===== config.mk =====
export PLATFORM = sky130hd
export DESIGN_NAME = rs_bm_kes_16_8
export DESIGN_NICKNAME = d
export VERILOG_FILES = /design/src/rtl/rs_bm_kes_16_8.sv
export SDC_FILE = /design/constraint.sdc
export NUM_CORES = 2
export LEC_CHECK = 0
export BUFFER_PORTS_ARGS = -buffer_cell sky130_fd_sc_hd__buf_2
export CAP_MARGIN = 10
export CORE_ASPECT_RATIO = 0.75
export CORE_MARGIN = 1
export CORE_UTILIZATION = 65
export DETAILED_ROUTE_END_ITERATION = 16
export PLACE_DENSITY = 0.83
export SYNTH_ARGS = -nofsm -noshare
export SYNTH_HDL_FRONTEND = slang
export SYNTH_SLANG_ARGS = --single-unit

===== constraint.sdc =====
create_clock -name clk -period 6.6 [get_ports clk]
set_clock_uncertainty 0.1 [all_clocks]
set_input_delay 0.66 -clock clk [delete_from_list [all_inputs] [get_ports clk]]
set_output_delay 0.66 -clock clk [all_outputs]
set_load 0.005 [all_outputs]

===== src/rtl/rs_bm_kes_16_8.sv =====
// Key-equation solver for the RS(16,8) decoder over GF(256) (poly 0x11d), t=4.
// Runs the inversionless Berlekamp-Massey algorithm on S0..S7 to produce the
// error locator Lambda(x), then forms Omega(x) = S(x)*Lambda(x) mod x^T.
// A one-entry pending buffer lets a second syndrome set queue behind the
// running job, and that job starts on the OMEGA edge with no idle bubble.
module rs_bm_kes_16_8 #(
  parameter int T     = 4,
  parameter int SYM_W = 8
) (
  input  logic                     clk,
  input  logic                     rst_n,
  input  logic                     syn_val,
  input  logic [2*T*SYM_W-1:0]     syndrome,
  output logic                     busy,
  output logic                     bm_val,
  output logic [(T+1)*SYM_W-1:0]   lambda,
  output logic [T*SYM_W-1:0]       omega,
  output logic [3:0]               bm_deg,
  output logic                     bm_fail,
  output logic                     ovf
);

  localparam int NS = 2 * T;
  localparam int RW = $clog2(NS);
  localparam int LW = 4;

  typedef enum logic [1:0] {
    ST_IDLE  = 2'd0,
    ST_ITER  = 2'd1,
    ST_OMEGA = 2'd2
  } state_e;

  // GF(256) multiply, shift-and-add reduction by x^8+x^4+x^3+x^2+1
  function automatic logic [7:0] gf256mul_dec(input logic [7:0] a, input logic [7:0] b);
    logic [7:0] p;
    logic [7:0] aa;
    p  = 8'h00;
    aa = a;
    for (int i = 0; i < 8; i++) begin
      if (b[i]) p = p ^ aa;
      else      p = p;
      if (aa[7]) aa = {aa[6:0], 1'b0} ^ 8'h1d;
      else       aa = {aa[6:0], 1'b0};
    end
    return p;
  endfunction

  state_e                state_q, state_d;
  logic [RW-1:0]         r_q, r_d;
  logic [NS*SYM_W-1:0]   syn_q, syn_d;
  logic [NS*SYM_W-1:0]   pend_q, pend_d;
  logic                  pend_vld_q, pend_vld_d;
  logic [7:0]            lam_q [0:T];
  logic [7:0]            lam_d [0:T];
  logic [7:0]            b_q   [0:T];
  logic [7:0]            b_d   [0:T];
  logic [7:0]            gamma_q, gamma_d;
  logic [LW-1:0]         l_q, l_d;

  logic                  busy_q, busy_d;
  logic                  bm_val_q, bm_val_d;
  logic [(T+1)*SYM_W-1:0] lambda_q, lambda_d;
  logic [T*SYM_W-1:0]    omega_q, omega_d;
  logic [3:0]            bm_deg_q, bm_deg_d;
  logic                  bm_fail_q, bm_fail_d;
  logic                  ovf_q, ovf_d;

  logic [7:0]            syn_s [0:NS-1];
  logic [7:0]            delta_s;
  logic [7:0]            om_s  [0:T-1];
  logic                  load_s;
  logic [NS*SYM_W-1:0]   load_src_s;

  // Unpack the working syndrome set and compute the discrepancy and Omega terms
  always_comb begin
    for (int i = 0; i < NS; i++) syn_s[i] = syn_q[i*SYM_W +: SYM_W];
    delta_s = 8'h00;
    for (int j = 0; j <= T; j++) begin
      if (RW'(j) <= r_q) delta_s = delta_s ^ gf256mul_dec(lam_q[j], syn_s[r_q - RW'(j)]);
      else               delta_s = delta_s;
    end
    for (int k = 0; k < T; k++) begin
      om_s[k] = 8'h00;
      for (int j = 0; j <= k; j++) om_s[k] = om_s[k] ^ gf256mul_dec(lam_q[j], syn_s[k-j]);
    end
  end

  // Next-state, iBM update, pending-buffer control and result registers
  always_comb begin
    state_d    = state_q;
    r_d        = r_q;
    syn_d      = syn_q;
    pend_d     = pend_q;
    pend_vld_d = pend_vld_q;
    lam_d      = lam_q;
    b_d        = b_q;
    gamma_d    = gamma_q;
    l_d        = l_q;
    bm_val_d   = 1'b0;
    ovf_d      = 1'b0;
    lambda_d   = lambda_q;
    omega_d    = omega_q;
    bm_deg_d   = bm_deg_q;
    bm_fail_d  = bm_fail_q;
    load_s     = 1'b0;
    load_src_s = syndrome;

    case (state_q)
      ST_IDLE: begin
        if (pend_vld_q) begin
          // a set queued on the previous OMEGA edge starts now
          load_s     = 1'b1;
          load_src_s = pend_q;
          if (syn_val) pend_d = syndrome;
          else         pend_vld_d = 1'b0;
        end else if (syn_val) begin
          load_s     = 1'b1;
          load_src_s = syndrome;
        end else begin
          load_s = 1'b0;
        end
      end
      ST_ITER: begin
        lam_d[0] = gf256mul_dec(gamma_q, lam_q[0]);
        for (int i = 1; i <= T; i++)
          lam_d[i] = gf256mul_dec(gamma_q, lam_q[i]) ^ gf256mul_dec(delta_s, b_q[i-1]);
        if ((delta_s != 8'h00) && ({l_q, 1'b0} <= (LW+1)'(r_q))) begin
          b_d     = lam_q;
          l_d     = LW'(r_q) + 4'd1 - l_q;
          gamma_d = delta_s;
        end else begin
          b_d[0] = 8'h00;
          for (int i = 1; i <= T; i++) b_d[i] = b_q[i-1];
        end
        if (r_q == RW'(NS-1)) state_d = ST_OMEGA;
        else                  r_d = r_q + 3'd1;
        if (syn_val) begin
          if (pend_vld_q) begin
            ovf_d = 1'b1;
          end else begin
            pend_d     = syndrome;
            pend_vld_d = 1'b1;
          end
        end else begin
          ovf_d = 1'b0;
        end
      end
      ST_OMEGA: begin
        for (int i = 0; i <= T; i++) lambda_d[i*SYM_W +: SYM_W] = lam_q[i];
        for (int k = 0; k < T; k++)  omega_d[k*SYM_W +: SYM_W]  = om_s[k];
        bm_deg_d  = l_q;
        bm_fail_d = (l_q > LW'(T));
        bm_val_d  = 1'b1;
        if (pend_vld_q) begin
          load_s     = 1'b1;
          load_src_s = pend_q;
          // the buffer empties on this edge, so a new set is accepted into it
          if (syn_val) pend_d = syndrome;
          else         pend_vld_d = 1'b0;
        end else begin
          state_d = ST_IDLE;
          if (syn_val) begin
            pend_d     = syndrome;
            pend_vld_d = 1'b1;
          end else begin
            pend_vld_d = 1'b0;
          end
        end
      end
      default: begin
        state_d = ST_IDLE;
      end
    endcase

    if (load_s) begin
      syn_d   = load_src_s;
      lam_d[0] = 8'h01;
      b_d[0]   = 8'h01;
      for (int i = 1; i <= T; i++) begin
        lam_d[i] = 8'h00;
        b_d[i]   = 8'h00;
      end
      gamma_d = 8'h01;
      l_d     = 4'd0;
      r_d     = '0;
      state_d = ST_ITER;
    end else begin
      syn_d = syn_d;
    end

    busy_d = (state_d != ST_IDLE);
  end

  // State and result registers with asynchronous clear
  always_ff @(posedge clk or negedge rst_n) begin
    if (!rst_n) begin
      state_q    <= ST_IDLE;
      r_q        <= '0;
      syn_q      <= '0;
      pend_q     <= '0;
      pend_vld_q <= 1'b0;
      for (int i = 0; i <= T; i++) begin
        lam_q[i] <= 8'h00;
        b_q[i]   <= 8'h00;
      end
      gamma_q    <= 8'h00;
      l_q        <= 4'd0;
      busy_q     <= 1'b0;
      bm_val_q   <= 1'b0;
      lambda_q   <= '0;
      omega_q    <= '0;
      bm_deg_q   <= 4'd0;
      bm_fail_q  <= 1'b0;
      ovf_q      <= 1'b0;
    end else begin
      state_q    <= state_d;
      r_q        <= r_d;
      syn_q      <= syn_d;
      pend_q     <= pend_d;
      pend_vld_q <= pend_vld_d;
      lam_q      <= lam_d;
      b_q        <= b_d;
      gamma_q    <= gamma_d;
      l_q        <= l_d;
      busy_q     <= busy_d;
      bm_val_q   <= bm_val_d;
      lambda_q   <= lambda_d;
      omega_q    <= omega_d;
      bm_deg_q   <= bm_deg_d;
      bm_fail_q  <= bm_fail_d;
      ovf_q      <= ovf_d;
    end
  end

  assign busy    = busy_q;
  assign bm_val  = bm_val_q;
  assign lambda  = lambda_q;
  assign omega   = omega_q;
  assign bm_deg  = bm_deg_q;
  assign bm_fail = bm_fail_q;
  assign ovf     = ovf_q;

endmodule


* Word level (Yosys, flattened, before mapping)
Index checks and enable logic that the tools add are counted.
** Storage, ports and cells
- Register bits :: 298
- Output and inout port bits :: 80
- Input bits :: 67
- Logic and storage cells :: 798
** Operators by class
- Magnitude comparators :: 12
- Bitwise gates (word level) :: 260
- Reductions and logical operators :: 12
- Add/sub/neg operators :: 7
- Equality and inequality tests :: 6
- Mux-type cells :: 478
** Operators with widths (number)
- $mux 8 :: 369
- $xor 8x8->8 :: 182
- $mux 5 :: 73
- $mux 64 :: 5
- $not 4->4 :: 73
- $mux 40 :: 5
- $pmux 64 s3 :: 1
- $bmux 8 s3 :: 5
- $ge 4x4->1 const B :: 5
- $not 3->4 :: 5
- $mux 4 :: 3
- $mux 3 :: 3
- $mux 1 :: 8
- $reduce_bool 8->1 :: 1
- $le 1x3->1 const A :: 2
- $le 2x3->1 const A :: 2
- $mux 2 :: 3
- $ne 2x2->1 const B :: 3
- $pmux 2 s3 :: 1
- $reduce_and 2->1 :: 3
- $reduce_bool 2->1 :: 3
- $sub 3x2->3 const B :: 2
- $le 5x3->1 :: 1
- $add 3x1->4 const B :: 1
- other kinds (16) :: 16

* Longest topological paths before layout
- Depth after elaboration :: 63
- Gate-level depth with buffers :: 27
- Depth with buffers taken out :: 17

* Worst setup path before layout
No wires, ideal clock.
- Path kind :: flip-flop to flip-flop
- From :: register r_q[1]
- To :: register lam_q[28] (netlist bit)
- Stages on the path, launching flop included :: 23
- Period minus slack after synthesis :: 5645 ps
- Data arrival time :: 5406 ps
- Path buffers :: 5
- Setup slack :: 955 ps
- Required time :: 6360 ps
- Setup time :: 140 ps
- Path through :: dfrtp_1 > buf_6 > buf_8 > buf_8 > inv_1 > ha_1 > clkbuf_1 > mux4_2 > mux2_2 > nand2_1 > xnor2_1 > xnor3_1 > xnor3_1 > nor2_1 > xor2_1 > xnor3_4 > xnor3_2 > xor2_2 > buf_6 > nand2_2 > xnor3_1 > xnor3_1 > o22ai_2
** Between the ends
- Cells in the longest elaborated chain, start to end :: 63
- Elaborated cells between the ends (all ways) :: 199
- Those cells by class :: add/sub: 4; order compare: 5; mux: 131; bitwise: 59
** Ends and longest elaborated chain
- from (decl) :: line 49 : logic [RW-1:0] r_q, r_d;
- from (signal assigned) :: line 217 : r_q <= r_d;
- $sub 3x1->3 :: line 79 : if (RW'(j) <= r_q) delta_s = delta_s ^ gf256mul_dec(lam_q[j], syn_s[r_q - RW'(j)]);
- $not 3->4 (implied by the code) :: line 79
- $bmux 8 s3 :: line 79
- $mux 8 (implied by the code) (2 in series) :: line 79
- $mux 8 :: line 40 : if (b[i]) p = p ^ aa;
- $mux 8 :: line 79
- $xor 8x8->8 :: line 40
- $mux 8 :: line 40
- (+46 left out)
- $mux 8 :: line 40
- $mux 8 :: line 108 : case (state_q)
- $xor 8x8->8 :: line 40
- $mux 8 (*) :: line 40
- $mux 8 (*) :: line 108
- $xor 8x8->8 (*) :: line 126 : lam_d[i] = gf256mul_dec(gamma_q, lam_q[i]) ^ gf256mul_dec(delta_s, b_q[i-1]);
- $mux 40 (*) :: line 108
- $mux 40 (*) :: line 175 : if (load_s) begin
- to (signal assigned) :: line 221 : lam_q <= lam_d;
- to (decl) :: line 53 : logic [7:0] lam_q [0:T];
Every way passes the cells marked *; elsewhere a longest branch is shown, timed or not. The select of a mux whose other input is x is not followed.
A chain may end at the register's enable or synchronous reset.

* Worst setup path in the final report
- From :: register r_q[0]
- To :: register gamma_q[4]
** Between the ends
- Cells in the longest elaborated chain, start to end :: 40
- Elaborated cells between the ends (all ways) :: 160
- Those cells by class :: add/sub: 4; order compare: 6; mux: 102; bitwise: 44; reduce/logical: 4
** Ends and longest elaborated chain
- $sub 3x1->3 :: line 79
- $not 3->4 (implied by the code) :: line 79
- $bmux 8 s3 :: line 79
- $mux 8 (implied by the code) (2 in series) :: line 79
- $mux 8 :: line 40
- $mux 8 :: line 79
- $xor 8x8->8 :: line 40
- $mux 8 :: line 40
- (+23 left out)
- $xor 8x8->8 :: line 79
- $mux 8 :: line 79
- $xor 8x8->8 :: line 79
- $mux 8 :: line 79
- $reduce_bool 8->1 :: line 127 : if ((delta_s != 8'h00) && ({l_q, 1'b0} <= (LW+1)'(r_q))) begin
- $logic_and 1x1->1 :: line 127
- $reduce_bool 2->1 (no source line)
- $reduce_and 2->1 (no source line)
- to (signal assigned) :: line 223 : gamma_q <= gamma_d;
- to (decl) :: line 57 : logic [7:0] gamma_q, gamma_d;
Parallel ways exist; a longest one is shown, timed or not. The select of a mux whose other input is x is not followed.

==> impl_results.md <==
* Register-to-Register Path Depth at 18
* Clock Latency Late Sink at 590 ps
* DRC Markers at 0
* Drt total wl at 145400 microns
* Nets at just over 5000
* H-tree Lvls at 2
* First-pass GRT wire length at approximately 220000 microns
* WP data required at ~7000 ps
* Netlist Area Pre-Place at 39320 sq um
* Hold/Removal Path Class: input port to flop
* Clock slew at reported path FFs at about 60 ps
* Setup violations, final at 0
* Max-capacitance violation count at 0
* Mapped Nets at between 5000 and 6000
* Async S/R FF share, synth at 100.0%
* DRT Pass-1 Iters at 9
* Area growth syn-to-layout at 6.815%
* Rel. slew slack at 12.79%
* Initial DRC count at between 6000 and 7000
* Number of unique standard cell types used by synthesis at 81
* WL/cell at around 25 microns
* Total track usage at 46.54%
* Clock root buffer: clkbuf_16
* Worst Hold Depth at 2
* # IOs at between 100 and 150
* Multi-input gate area in the final layout at between 20000 and 30000 sq um
* Layout cells sized above 1 at 13.20%
* Synthesized area per cell at 7.870 sq um
* Yosys reg bits at slightly below 300
* Gp weighted congestion at approximately 1.0
* Sink Count at 298
* Sum Neg Setup Slack at 0 ps
* Final number of hold-violating endpoints at 0
* Seq/Total Area, Yosys at a little under a fifth
* Largest net degree at the start of global routing at ~150
* IO Port Bufs at approximately 150
* CTS buffer count at 34
* Arr. time, crit path at between 6000 and 7000 ps
* Initial antenna violation count at 3
* Die Y at about 220 microns
* Yosys warns at 0
* Final HPWL DP at approximately 100000 microns
* EDFF count, synth at 0
* Initial Util at between 60% and 70%
* Die area at 61500 sq um
* Final ANT Viol Nets at 0
* Vias at 37040
* Dominant synthesized flop cell: dfrtp_1
* Grt ovf at 0
* CP max FO at 16
* Startpoint Class: flop
* Die width at between 200 and 300 microns
* Setup CP Type: flop to flop
* Least-Margin Pin Slew at 1299 ps
* Vias in the first global route at around 35000
* Mapped Cells at 4997
* Period minus WS final at approximately 6300 ps
* Status: complete, no violations
* CTS max path bufs at 3
* Max-slew violations at 0
* RSZ-0062 raised after global routing: no
* # fillers at ~4800
* CP Capture Type: flop
* CTS tree: built
* Fmax at 158.3 MHz
* Core area at 59350 sq um
* Row cnt at 77
* Sequential cell area at roughly 7500 sq um
* Fin crit share at between 90% and 100%
* Routed vias/inst at 6.436
## flip-flops by register name (all words and copies together), names as in the netlist, 4 cells and up
name / cells
lam_q: 40
pend_q: 64
lambda: 40
l_q: 4
gamma_q: 8
bm_deg: 4
omega: 32
b_q: 32
syn_q: 64
## area by class of cell
| cell class | instances | area share [%] |
|---|---|---|
| antenna | 1 | 0.005958 |
| clock buffer | 46 | 2.276 |
| clock inverter | 14 | 0.4706 |
| inverter | 43 | 0.3843 |
| multi-input combinational | 4213 | 71.25 |
| sequential | 298 | 17.78 |
| tap | 790 | 2.353 |
| timing repair buffer | 350 | 5.475 |
## per-layer routing
layer,up-vias,part of all wire [%],GRT usage [%],wire [microns]
met5,-,0.076,0,111
met4,6,5.0,19.57,7298
met3,623,17,16.45,24370
met2,3089,39,64.14,57200
met1,17300,39,65.30,56450
li1,16020,-,-,-
## path summary, 6_finish.rpt
path                       slack (ps)    endpoint          from
setup / recovery                  280  gamma_q[4]        r_q[0]
hold / removal                    220  pend_q[17]  syndrome[17]
setup reg to reg                  280  gamma_q[4]        r_q[0]
hold reg to reg                   400    omega[2]      omega[2]
max in group asynchronous        4510  pend_vld_q         rst_n
min in group asynchronous         570   omega[14]         rst_n
## synthesized netlist by cell type, types with 28 or more instances
master	number	area share [%]
nand2b_1	28	0.45
buf_2	45	0.57
a21oi_1	87	1.1
nor2_1	199	1.9
xnor3_1	85	4.9
clkbuf_1	295	2.8
nand2_1	1381	13
nand3_1	80	1.0
xnor2_1	1111	25
mux2_2	144	4.1
a22oi_1	74	1.4
o31ai_1	65	1.2
dfrtp_1	298	19
mux2i_1	199	5.1
mux4_2	34	1.9
buf_1	77	0.73
inv_1	32	0.31
o21ai_0	148	1.9
o22ai_1	32	0.51
xor2_1	269	6.0
## repair_timing
item                       4_1_cts  5_1_grt
hold buffers                     1        0
gates resized for setup          0        1
setup endpoints to repair        0        2
hold endpoints to repair        18        0
buffers inserted                 0        0
## layout by cell type, fill, tap and decap left out, types with 18 or more instances in the layout
master     synthesis  routed
xnor3_1           85      85
nor3_1            18      18
xor2_1           269     266
inv_1             32      32
a21oi_1           87      87
dfrtp_1          298     292
nor2_1           199     198
buf_4              7     201
clkbuf_16          0      34
mux2i_1          199     199
mux2_2           144     144
mux4_2            34      34
nand2_1         1381    1381
o31ai_1           65      65
buf_2             45     145
nand3_1           80      79
nor2b_1           26      26
xnor2_1         1111    1104
a22oi_1           74      74
ha_1              19      18
nand2b_1          28      28
o22ai_1           32      32
o21ai_0          148     147
## critical path, stage by stage, from the launching register on
cell and delay, ps:
dfrtp_4 560, inv_2 60, ha_1 510, buf_4 260
buf_4 300, mux2i_1 140, mux4_2 680, nor2b_1 240
xnor2_1 170, xnor2_1 180, xnor3_1 390, nand2_1 100
xnor2_1 140, xnor3_2 670, nor4b_1 540, a31oi_4 270
a21oi_1 520, buf_4 240, o2bb2ai_1 120
## cells by family after synthesis
group | Yosys count | share of synthesized area, %
adders and majority gates | 20 | 0.6555
AOI/OAI and AO/OA | 530 | 8.836
muxes | 377 | 11.14
DFF | 298 | 18.96
and+or+nand+nor | 1800 | 18.37
buffers and inverters | 486 | 5.323
xor gates and xnor gates | 1486 | 36.72
## metrics by stage
| stage | setup slack [ps] | std cells | hold WS, ps | util (%) | area, sq um |
|---|---|---|---|---|---|
| after floorplan | 954.8 | 4997 | 264.4 | - | 39320 |
| after CTS | 402.2 | 5753 | 201.9 | 70.75 | 41990 |
| after detailed placement | 476.2 | 5692 | 390.7 | 68.79 | 40820 |
| final | 283.1 | 5755 | 220.5 | 70.78 | 42000 |
| after global placement | 610.4 | 5692 | 384.3 | 68.79 | 40820 |
| after global routing | 79.99 | 5755 | 224.8 | 70.78 | 42000 |
Power is left out: the tool's default activity adds up to more than one toggle a clock period on the data nets, which glitch-free logic cannot reach.
